$ cat config.mk
export PLATFORM = sky130hd
export DESIGN_NAME = dcache_controller
export DESIGN_NICKNAME = d
export VERILOG_FILES = /design/src/rtl/dcache_controller.sv
export SDC_FILE = /design/constraint.sdc
export NUM_CORES = 1
export LEC_CHECK = 0
export BUFFER_PORTS_ARGS = -buffer_cell sky130_fd_sc_hd__buf_2
export CAP_MARGIN = 5
export CORE_MARGIN = 2
export CORE_UTILIZATION = 35
export DETAILED_ROUTE_END_ITERATION = 10
export PLACE_DENSITY_LB_ADDON = 0.08
export SYNTH_ARGS = -nofsm -noshare
export SYNTH_HDL_FRONTEND = slang
export SYNTH_SLANG_ARGS = --single-unit
$ cat constraint.sdc
create_clock -name clk_i -period 6.38 [get_ports clk_i]
set_input_delay 0.638 -clock clk_i [delete_from_list [all_inputs] [get_ports clk_i]]
set_output_delay 0.638 -clock clk_i [all_outputs]
set_load 0.01 [all_outputs]
$ cat src/rtl/dcache_controller.sv
// Direct-mapped, write-through, no-write-allocate data cache with a miss FSM.
// Read hits are served combinationally; misses and all stores stall the CPU.
module dcache_controller #(
  parameter int unsigned ADDRESS_WIDTH = 32,
  parameter int unsigned DATA_WIDTH    = 32,
  parameter int unsigned SETS          = 8
) (
  input  logic                     clk_i,
  input  logic                     rst_i,
  input  logic [ADDRESS_WIDTH-1:0] cpu_addr_i,
  input  logic [DATA_WIDTH-1:0]    cpu_wd_i,
  input  logic                     cpu_re_i,
  input  logic                     cpu_we_i,
  output logic [DATA_WIDTH-1:0]    cpu_rd_o,
  output logic                     stall_o,
  output logic                     mem_req_o,
  output logic                     mem_we_o,
  output logic [ADDRESS_WIDTH-1:0] mem_addr_o,
  output logic [DATA_WIDTH-1:0]    mem_wd_o,
  input  logic [DATA_WIDTH-1:0]    mem_rd_i,
  input  logic                     mem_ack_i,
  output logic [31:0]              hit_cnt_o,
  output logic [31:0]              miss_cnt_o
);

  localparam int unsigned IdxW = $clog2(SETS);
  localparam int unsigned TagW = ADDRESS_WIDTH - IdxW - 2;

  typedef enum logic [1:0] {StIdle, StRdMiss, StWrThru} state_e;

  state_e                  state_q;
  logic [SETS-1:0]         valid_q;
  logic [TagW-1:0]         tag_q  [SETS];
  logic [DATA_WIDTH-1:0]   data_q [SETS];
  logic                    mem_req_q;
  logic                    mem_we_q;
  logic [ADDRESS_WIDTH-1:0] mem_addr_q;
  logic [DATA_WIDTH-1:0]   mem_wd_q;
  logic [31:0]             hit_cnt_q;
  logic [31:0]             miss_cnt_q;

  logic [IdxW-1:0] cpu_idx, mem_idx;
  logic [TagW-1:0] cpu_tag, mem_tag;
  logic            is_store, is_load, hit;
  logic [1:0]      unused_addr_lsb;

  assign cpu_idx  = cpu_addr_i[IdxW+1:2];
  assign cpu_tag  = cpu_addr_i[ADDRESS_WIDTH-1:IdxW+2];
  // The refill line is taken from the registered request address.
  assign mem_idx  = mem_addr_q[IdxW+1:2];
  assign mem_tag  = mem_addr_q[ADDRESS_WIDTH-1:IdxW+2];
  assign unused_addr_lsb = cpu_addr_i[1:0];

  assign is_store = cpu_we_i;
  assign is_load  = cpu_re_i & ~cpu_we_i;
  assign hit      = valid_q[cpu_idx] && (tag_q[cpu_idx] == cpu_tag);

  function automatic logic [31:0] sat_inc(input logic [31:0] v);
    return (v == 32'hFFFF_FFFF) ? v : v + 32'd1;
  endfunction

  always_comb begin
    stall_o  = 1'b0;
    cpu_rd_o = '0;
    if (!rst_i) begin
      case (state_q)
        StIdle: begin
          if (is_store || (is_load && !hit)) begin
            stall_o = 1'b1;
          end else if (is_load) begin
            cpu_rd_o = data_q[cpu_idx];
          end
        end
        StRdMiss: begin
          if (mem_ack_i) begin
            cpu_rd_o = mem_rd_i;
          end else begin
            stall_o = 1'b1;
          end
        end
        StWrThru: stall_o = ~mem_ack_i;
        default:  stall_o = 1'b0;
      endcase
    end
  end

  always_ff @(posedge clk_i or posedge rst_i) begin
    if (rst_i) begin
      state_q    <= StIdle;
      valid_q    <= '0;
      mem_req_q  <= 1'b0;
      mem_we_q   <= 1'b0;
      mem_addr_q <= '0;
      mem_wd_q   <= '0;
      hit_cnt_q  <= '0;
      miss_cnt_q <= '0;
    end else begin
      case (state_q)
        StIdle: begin
          if (is_store) begin
            mem_addr_q <= {cpu_addr_i[ADDRESS_WIDTH-1:2], 2'b00};
            mem_wd_q   <= cpu_wd_i;
            mem_we_q   <= 1'b1;
            mem_req_q  <= 1'b1;
            state_q    <= StWrThru;
          end else if (is_load) begin
            if (hit) begin
              hit_cnt_q <= sat_inc(hit_cnt_q);
            end else begin
              mem_addr_q <= {cpu_addr_i[ADDRESS_WIDTH-1:2], 2'b00};
              mem_we_q   <= 1'b0;
              mem_req_q  <= 1'b1;
              miss_cnt_q <= sat_inc(miss_cnt_q);
              state_q    <= StRdMiss;
            end
          end
        end
        StRdMiss: begin
          if (mem_ack_i) begin
            valid_q[mem_idx] <= 1'b1;
            mem_req_q        <= 1'b0;
            state_q          <= StIdle;
          end
        end
        StWrThru: begin
          if (mem_ack_i) begin
            mem_req_q <= 1'b0;
            mem_we_q  <= 1'b0;
            state_q   <= StIdle;
          end
        end
        default: state_q <= StIdle;
      endcase
    end
  end

  // Tag and data arrays carry no reset; valid_q alone qualifies them.
  always_ff @(posedge clk_i) begin
    if (!rst_i) begin
      if (state_q == StRdMiss && mem_ack_i) begin
        tag_q[mem_idx]  <= mem_tag;
        data_q[mem_idx] <= mem_rd_i;
      end else if (state_q == StIdle && is_store && hit) begin
        data_q[cpu_idx] <= cpu_wd_i;
      end
    end
  end

  assign mem_req_o  = mem_req_q;
  assign mem_we_o   = mem_we_q;
  assign mem_addr_o = mem_addr_q;
  assign mem_wd_o   = mem_wd_q;
  assign hit_cnt_o  = hit_cnt_q;
  assign miss_cnt_o = miss_cnt_q;

endmodule

==> results of run 1 <==
==> flip-flops by register name, summed over array words and instances, names as in the netlist <==
name,cells
data_q,256
hit_cnt_o,32
mem_addr_o,30
mem_req_o,1
mem_wd_o,32
mem_we_o,1
miss_cnt_o,32
state_q,2
tag_q,216
valid_q,8
==> final timing paths <==
kind	start	endpoint	slack [ps]	depth (start not counted)
setup / recovery	cpu_addr_i[2]	cpu_rd_o[31]	1110	14
hold / removal	cpu_wd_i[26]	mem_wd_o[26]$_DFFE_PP0P_	280	2
setup reg to reg	tag_q[6][16]$_DFFE_PP_	data_q[2][30]$_DFFE_PP_	1850	10
hold reg to reg	valid_q[0]$_DFFE_PP0P_	valid_q[0]$_DFFE_PP0P_	470	1
max in group asynchronous	rst_i	hit_cnt_o[5]$_DFFE_PP0P_	4630	4
min in group asynchronous	rst_i	valid_q[3]$_DFFE_PP0P_	310	3
==> layer usage <==
layer  wire (um)  global-route usage (%)  vias to the layer above
met4         831                    4.23                        0
met2       30400                    28.0                      311
met3        2920                    3.26                       65
met5           0                       0                        -
met1       28100                    23.3                     7306
li1            -                       -                     6145
==> power by group through the flow <==
| stage | clock (W) | combinational, W | sequential, W |
|---|---|---|---|
| after global routing | 0.00428 | 0.00158 | 0.00526 |
| after CTS | 0.00411 | 0.00149 | 0.00520 |
| after floorplan | 0 | 0.000737 | 0.00528 |
| after detailed placement | 0 | 0.00148 | 0.00528 |
| final | 0.00399 | 0.00145 | 0.00519 |
| after global placement | 0 | 0.00148 | 0.00525 |
==> per-stage QoR <==
step	power, W	utilization, %	cell area [um2]	std cells	hold WS, ps
2_1_floorplan	0.00602	-	25000	1393	423
3_3_place_gp	0.00672	39.5	27700	2571	446
3_5_place_dp	0.00676	39.5	27700	2571	460
4_1_cts	0.0108	42.7	30000	2700	244
5_1_grt	0.0111	42.7	30000	2700	268
6_report	0.0106	42.7	30000	2700	281
==> kinds of logic (layout without fill, tap and decap cells) <==
kind of cell | count (synthesis) | after routing | share of synthesized area, %
buffers and inverters | 82 | 449 | 1.61
multiplexers | 287 | 287 | 17.0
XOR/XNOR | 81 | 81 | 2.84
adder cells (fa/ha/maj) | 6 | 6 | 0.301
other | 1 | 2 | 0.0150
AND/OR/NAND/NOR | 229 | 229 | 4.75
flip-flops | 610 | 610 | 70.6
AO/OA/AOI/OAI | 96 | 96 | 2.81
==> layout make-up <==
type	count	area (um2)	share of cell area, %
Clock buffer	99	1960	6.55
Clock inverter	30	322	1.07
Inverter	15	60.1	0.200
Multi-Input combinational cell	701	7080	23.6
Sequential cell	610	17600	58.7
Tap cell	940	1180	3.92
Timing Repair Buffer	305	1780	5.92
==> cell usage after synthesis (2+ instances only) <==
cell,number,area (um2)
edfxtp_1,472,14200
dfrtp_1,138,3450
mux2_2,109,1230
mux4_2,96,2160
mux2i_1,53,531
nor2_1,51,191
a22oi_1,42,315
xnor2_1,41,359
xor2_1,40,350
nand2_1,39,146
nand3_1,30,150
mux2_1,29,327
clkbuf_1,27,101
nor3_1,23,115
nand4_1,16,100
nor4_1,16,100
and3_1,15,93.8
buf_4,15,113
inv_1,14,52.6
buf_2,13,65.1
o21bai_1,12,90.1
nand2b_1,10,62.6
buf_1,9,33.8
a21oi_1,8,40.0
ha_1,6,75.1
or3_1,6,37.5
a221oi_1,5,43.8
and2_1,5,31.3
and4_1,5,43.8
nor2b_1,5,31.3
o22ai_1,5,31.3
a211oi_1,3,22.5
a22o_1,3,26.3
a31o_2,3,26.3
buf_6,3,33.8
o21ai_0,3,15.0
a21o_1,2,15.0
o21ai_1,2,10.0
o221ai_1,2,17.5
==> worst reg2reg max path, cell delays in order, from the launching register on <==
cell	delay, ps
edfxtp_1	350
mux4_2	470
mux2i_1	170
xor2_1	200
o221ai_1	160
nor4_1	590
nand4_2	560
nor4_4	670
nand2_1	320
o21bai_4	490
buf_12	230
==> flow_summary.toml, run 1 <==
[floorplanning]
die-width_um = 271
start_util_pct = 35.5
core_mm2 = 0.0703
die_area_mm2 = 0.0734
die_h_um = 271
ios = 264
rows = 97

[sta]
slew_headroom_pct = 31.4
drv_slew = 0
period_needed_ps = 5270
max_freq_ghz = 0.190
tns_ps = 0
worst_slack_ps = 1110
fin_worst_skew_ps = 29.2
finalSetupViolCount = 0
rsz0062_at_grt = "false"
tightest_slew_ps = 1030
hold_violations = 0
finalCritPeriodShare_pct = 82.6

[placed_design]
place_ws_ps = 953
dpl.hpwl_um = 37000
gp_congestion = 0.735
portBuffers = 259

[clock_network]
worstSkewPairLatency_ps = 600
clockBufferDepth = 3
cts_sinks = 610
cts_buffers = 70
root_buffer = "clkbuf_16"
cts_resized = 0
cts.htree.levels = 3
cts_hold_buf = 0
cts_tree = "built"
cts_setup_buffers = 0
cts.reportedPaths.clkPinSlew_ps = 60

[setup_path]
crit_path_end_kind = "output port"
worstSetupPathType = "in2out"
startpoint_type = "input port"
cpMostUsedCell = "buf_4"
crit_buf_inv = 5
crit_required_ps = 5740
max_stage_delay_ps = 590
critical_path.top_delay_family = "buffers and inverters"
path_max_fanout = 43
path_cells = "buf_6 > buf_4 > mux2i_1 > a22oi_1 > and3_1 > o221ai_1 > nor4_1 > nand4_2 > buf_4 > nor2_4 > buf_4 > a22oi_1 > nor2_1 > buf_2"
crit_slowest_cell = "nor4_1"
crit_arrival_ps = 4630

[min_path]
holdCritPathClass = "in2reg"

[pwr]
clkPwrFrac_pct = 37.6
switching_power_w = 0.00277
internal_power_w = 0.00787
p_per_area_mw_per_mm2 = 354
pwr-share-comb_pct = 13.6
leakage_nw = 10.9
p_seq_share_pct = 48.8
swShare_pct = 26.0
ir_worst_vdd_mv = 0.190

[global_route]
grt_max_degree = 63
grt_pass1_vias = 14700
grt-ovfl-total = 0
grt_pass1_wl_um = 94000
antenna_found_initial = 0
grt_usage_pct = 17.0

[cells_and_area]
layout_commonest_cell = "edfxtp_1"
final_nets = 1810
mostFrequentLayoutCells = "edfxtp_1, buf_2, dfrtp_1"
drive_above_1_share_pct = 36.4
n_antenna_cell = 0
n_fill_cell = 6359
syn2layout_area_growth_pct = 20.3

[synth]
yosys_warnings = 0
async_reset_ff_share_pct = 22.6
ys_types = 55
ys_ff_latch = 610
synth_flop_cell = "edfxtp_1"
synthesis.instances = 1392
synth_area_mm2 = 0.0250
ys_seq_area_share_pct = 70.6
synth.avg_cell_area_um2 = 17.9
synth_edf_count = 472

[flow_run]
maxCapViolCount = 0

[detailed_routing]
drt-vias-per-instance = 5.12
drt_wl_total_um = 62200
vias = 13800
avgRoutedWirePerCell_um = 23.1
ant_nets = 0
post-route-drc-count = 0
dr.first_iter.drc_count = 707
dr.pass1.iters = 5

[outcome]
status = "finished clean"
No activity file was read; power rests on OpenSTA's default activity.
==> run 2: changes to the inputs <==
- clock period: 6.38 -> 4.8 ns (I/O delays scaled with it)
==> flow_summary.toml, run 2 (synthesized netlist as in run 1, its figures left out) <==
[sta]
tightest_slew_ps = 1050
drv_slew = 0
finalSetupViolCount = 0
hold_violations = 0
fin_worst_skew_ps = 14.8
finalCritPeriodShare_pct = 90.8
max_freq_ghz = 0.229
rsz0062_at_grt = "false"
whs_ps = 36.2
slew_headroom_pct = 29.8
tns_ps = 0
period_needed_ps = 4360

[setup_path]
startpoint_type = "input port"
worstSetupPathType = "in2out"
r2r-end = "data_q[7][7]$_DFFE_PP_"
crit_path_end_kind = "output port"
reg2reg_setup_slack_ps = 1040
path_max_fanout = 22
crit_arrival_ps = 3880
crit-reg2reg-launch = "tag_q[5][16]$_DFFE_PP_"
crit_required_ps = 4320
reg2reg_depth = 11

[clock_network]
cts_buffers = 70
cts_sinks = 610
cts.htree.levels = 3
worstSkewPairLatency_ps = 590
cts_setup_buffers = 0
cts.reportedPaths.clkPinSlew_ps = 60
clockBufferDepth = 3
root_buffer = "clkbuf_16"
cts_resized = 0
cts_tree = "built"
cts_hold_buf = 0

[detailed_routing]
dr.first_iter.drc_count = 848
vias = 13700
drt-vias-per-instance = 5.07
drt_wl_total_um = 62900
route.met3.wl_um = 2470
avgRoutedWirePerCell_um = 23.2
wl_met1_um = 28300
dr.pass1.iters = 5
highest_layer = "met4"
ant_nets = 0
wl_met2_um = 30900
post-route-drc-count = 0

[placed_design]
portBuffers = 259
gp_congestion = 0.743
dpl.hpwl_um = 39200
place_area_mm2 = 0.0280

[cells_and_area]
multi_input_area_mm2 = 0.00710
fin_area_mm2 = 0.0301
mostFrequentLayoutCells = "edfxtp_1, buf_2, dfrtp_1"
final_core_util_pct = 42.9
syn2layout_area_growth_pct = 20.8
largest_register = "data_q"
reg.largest.list = "data_q (256), tag_q (216)"
register_area_mm2 = 0.0176
drive_above_1_share_pct = 36.5
n_fill_cell = 6345
largest_register_ff_count = 256
final_nets = 1827
layout_commonest_cell = "edfxtp_1"
n_antenna_cell = 0

[global_route]
grt_usage_pct = 17.2
grt-ovfl-total = 0
antenna_found_initial = 1
grt_max_degree = 66
grt_pass1_wl_um = 94700
grt_pass1_vias = 14700

[floorplanning]
rows = 97
core_mm2 = 0.0703
die-width_um = 271
ios = 264
die_h_um = 271
die_area_mm2 = 0.0734
start_util_pct = 35.5

[flow_run]
maxCapViolCount = 0

[outcome]
status = "finished clean"

[pwr]
leakage_nw = 10.9
p_per_area_mw_per_mm2 = 463
ir_worst_vdd_mv = 0.243
finalPower_w = 0.0139

[min_path]
holdCritPathClass = "in2async"
-- run 2: worst max path at each step --
stage / endpoint / slack, ps / start / depth (start not counted)
3_5_place_dp: data_q[3][14]$_DFFE_PP_ / 180 / cpu_addr_i[4] / 14
6_report: cpu_rd_o[16] / 440 / cpu_addr_i[4] / 15
3_3_place_gp: data_q[3][10]$_DFFE_PP_ / 210 / cpu_addr_i[4] / 14
4_1_cts: cpu_rd_o[16] / 330 / cpu_addr_i[4] / 15
5_1_grt: cpu_rd_o[13] / 130 / cpu_addr_i[4] / 16
2_1_floorplan: data_q[3][0]$_DFFE_PP_ / -330 / cpu_addr_i[2] / 12
-- run 2: final cells by class --
class,count,share of cell area [%]
Inverter,15,0.199
Timing Repair Buffer,322,6.66
Sequential cell,610,58.5
Multi-Input combinational cell,701,23.5
Tap cell,940,3.90
Clock buffer,102,6.59
Clock inverter,24,0.614
-- run 2: report_power, final --
group          internal (W)  leakage, nW  switching, W
registers           0.00642         5.96      0.000508
logic              0.000865         3.93       0.00108
clock network       0.00298         1.06       0.00209
-- run 2: metal layers --
layer  global-route usage [%]  up-vias
met5                        0        -
met4                     4.16        0
met2                     28.5      281
met1                     23.4     7235
met3                     3.11       83
li1                         -     6150
-- run 2: per-stage QoR --
stage,setup slack (ps),instances
after CTS,333,2714
after global routing,128,2714
after floorplan,-333,1393
after global placement,209,2588
final,441,2714
after detailed placement,177,2588
-- run 2: worst max-delay path, cell delays in order --
cell and delay, ps:
buf_4 310, buf_4 340, nand2b_1 300, o22ai_1 140, a221oi_1 290, xor2_1 130
nor4_1 330, buf_4 180, nand4_2 200, buf_4 250, nor2_4 140, buf_12 220
a22oi_1 90, nor2_1 240, buf_2 180
==> run 3: changes to the inputs <==
- BUFFER_PORTS_ARGS: -buffer_cell sky130_fd_sc_hd__buf_2 -> unset
- DONT_BUFFER_PORTS: unset -> 1
- PLACE_DENSITY: unset -> 0.51
- PLACE_DENSITY_LB_ADDON: 0.08 -> unset
==> flow_summary.toml, run 3 (synthesized netlist as in run 1, its figures left out) <==
[outcome]
status = "finished clean"

[clock_network]
cts_sinks = 610
cts_buffers = 68
cts.reportedPaths.clkPinSlew_ps = 60
cts_setup_buffers = 0
clockBufferDepth = 3
cts.htree.levels = 3
cts_tree = "built"
root_buffer = "clkbuf_16"
worstSkewPairLatency_ps = 600

[cells_and_area]
final_core_util_pct = 41.4
layout_commonest_cell = "edfxtp_1"
reg.largest.list = "data_q (256), tag_q (216)"
largest_register_ff_count = 256
final_nets = 1582
syn2layout_area_growth_pct = 16.7
drive_above_1_share_pct = 24.4
mostFrequentLayoutCells = "edfxtp_1, dfrtp_1, mux2_2"
multi_input_area_mm2 = 0.00710
register_area_mm2 = 0.0176
largest_register = "data_q"
n_fill_cell = 6269

[sta]
fin_worst_skew_ps = 27.8
period_needed_ps = 4520
finalCritPeriodShare_pct = 94.3
rsz0062_at_grt = "false"
drv_slew = 0
tightest_slew_ps = 1060
finalSetupViolCount = 0
slew_headroom_pct = 29.2
whs_ps = 46.9
hold_violations = 0
max_freq_ghz = 0.221

[setup_path]
path_max_fanout = 40
crit-reg2reg-launch = "tag_q[7][0]$_DFFE_PP_"
startpoint_type = "register"
crit_required_ps = 4320
worstSetupPathType = "reg2out"
r2r-end = "data_q[3][6]$_DFFE_PP_"
max_stage_delay_ps = 470
reg2reg_depth = 9
crit_arrival_ps = 4040
reg2reg_setup_slack_ps = 740
crit_path_end_kind = "output port"
path_cells = "mux4_2 > mux2i_1 > xor2_1 > nand4_1 > nor4_1 > nand4_2 > buf_4 > nor2_4 > buf_12 > a22oi_1 > nor2_1"
crit_slowest_cell = "mux4_2"

[floorplanning]
ios = 264
die_h_um = 271
die-width_um = 271
start_util_pct = 35.5
core_mm2 = 0.0703
die_area_mm2 = 0.0734
rows = 97

[placed_design]
portBuffers = 0
dpl.hpwl_um = 34300
gp_congestion = 0.729

[min_path]
min_from = "cpu_wd_i[4]"
min_to = "mem_wd_o[4]$_DFFE_PP0P_"
holdCritPathClass = "in2reg"
whs_path_depth = 1

[detailed_routing]
vias = 12800
ant_nets = 0
avgRoutedWirePerCell_um = 24.2
drt-vias-per-instance = 5.20
dr.pass1.iters = 5
dr.first_iter.drc_count = 830
post-route-drc-count = 0
drt_wl_total_um = 59700

[global_route]
antenna_found_initial = 2
grt_max_degree = 133
grt-ovfl-total = 0
grt_pass1_wl_um = 89200
grt_pass1_vias = 13700
grt_usage_pct = 16.3

[pwr]
pwr-share-comb_pct = 9.2
clkPwrFrac_pct = 38.4
p_per_area_mw_per_mm2 = 471
leakage_nw = 9.89
switching_power_w = 0.00350
ir_worst_vdd_mv = 0.264
swShare_pct = 25.5
p_seq_share_pct = 52.4
internal_power_w = 0.0102

[flow_run]
maxCapViolCount = 0
## run 3: cell count changes in the layout (fill, tap and decap cells not counted), sizes merged, moves of 2 or more
cell	delta
buf	-294
dlygate4sd3	+51
clkbuf	-16
clkinv	+8
bufinv	+5
inv	+2
## run 3: per-stage QoR
| step | cells | cell area, um2 | setup TNS (ps) | worst slack, ps | total power [W] |
|---|---|---|---|---|---|
| finish | 2472 | 29100 | 0 | 276 | 0.0137 |
| global route | 2471 | 29100 | 0 | 29.8 | 0.0143 |
| CTS | 2471 | 29100 | 0 | 160 | 0.0139 |
| detailed placement | 2294 | 26300 | 0 | 461 | 0.00855 |
| global placement | 2294 | 26300 | 0 | 524 | 0.00849 |
| floorplan | 1393 | 25000 | -63630 | -333 | 0.00800 |
## run 3: worst max-delay path: cells and delay by family, from the launching register on
family / cells / cell delay (ps)
buffers and inverters: 2 / 560
and+or+nand+nor: 5 / 1600
AOI/OAI and AO/OA: 1 / 100
xor gates and xnor gates: 1 / 170
DFF: 1 / 350
muxes: 2 / 650
## run 3: how the worst max path moves through the flow
stage / from / to / cells past startpoint
floorplan: cpu_addr_i[2] / data_q[3][0]$_DFFE_PP_ / 12
global placement: cpu_addr_i[3] / data_q[2][17]$_DFFE_PP_ / 10
detailed placement: cpu_addr_i[3] / data_q[2][16]$_DFFE_PP_ / 10
CTS: tag_q[7][0]$_DFFE_PP_ / cpu_rd_o[0] / 11
global route: tag_q[2][0]$_DFFE_PP_ / cpu_rd_o[0] / 11
finish: tag_q[7][0]$_DFFE_PP_ / cpu_rd_o[0] / 11
## run 3: repair_timing
item / 4_1_cts / 5_1_grt
endpoints found under the hold margin: 56 / 0
hold buffers: 51 / 0
resized for setup: 0 / 0
setup endpoints to repair: 0 / 0
## run 3: power by group through the flow
stage          logic, W  registers, W  clock network [W]
2_1_floorplan  0.000980       0.00702                  0
3_3_place_gp    0.00122       0.00727                  0
3_5_place_dp    0.00125       0.00730                  0
4_1_cts         0.00129       0.00720            0.00543
5_1_grt         0.00138       0.00727            0.00564
6_report        0.00126       0.00718            0.00527
## run 3: cell type report
cell class              count  area share (%)
clock inverters            40            1.39
diodes                      1         0.00860
multi-input cells         701            24.4
repair buffers             79            2.95
well taps                 940            4.04
flip-flops and latches    610            60.6
inverters                  15           0.206
clock buffers              86            6.47
## run 3: routing by layer
metal	routed length (um)	GRT usage [%]	share of wire [%]
met1	26100	21.5	44
met2	29300	27.1	49
met3	3400	4.03	5.7
met4	907	4.00	1.5
met5	7	0	0.012
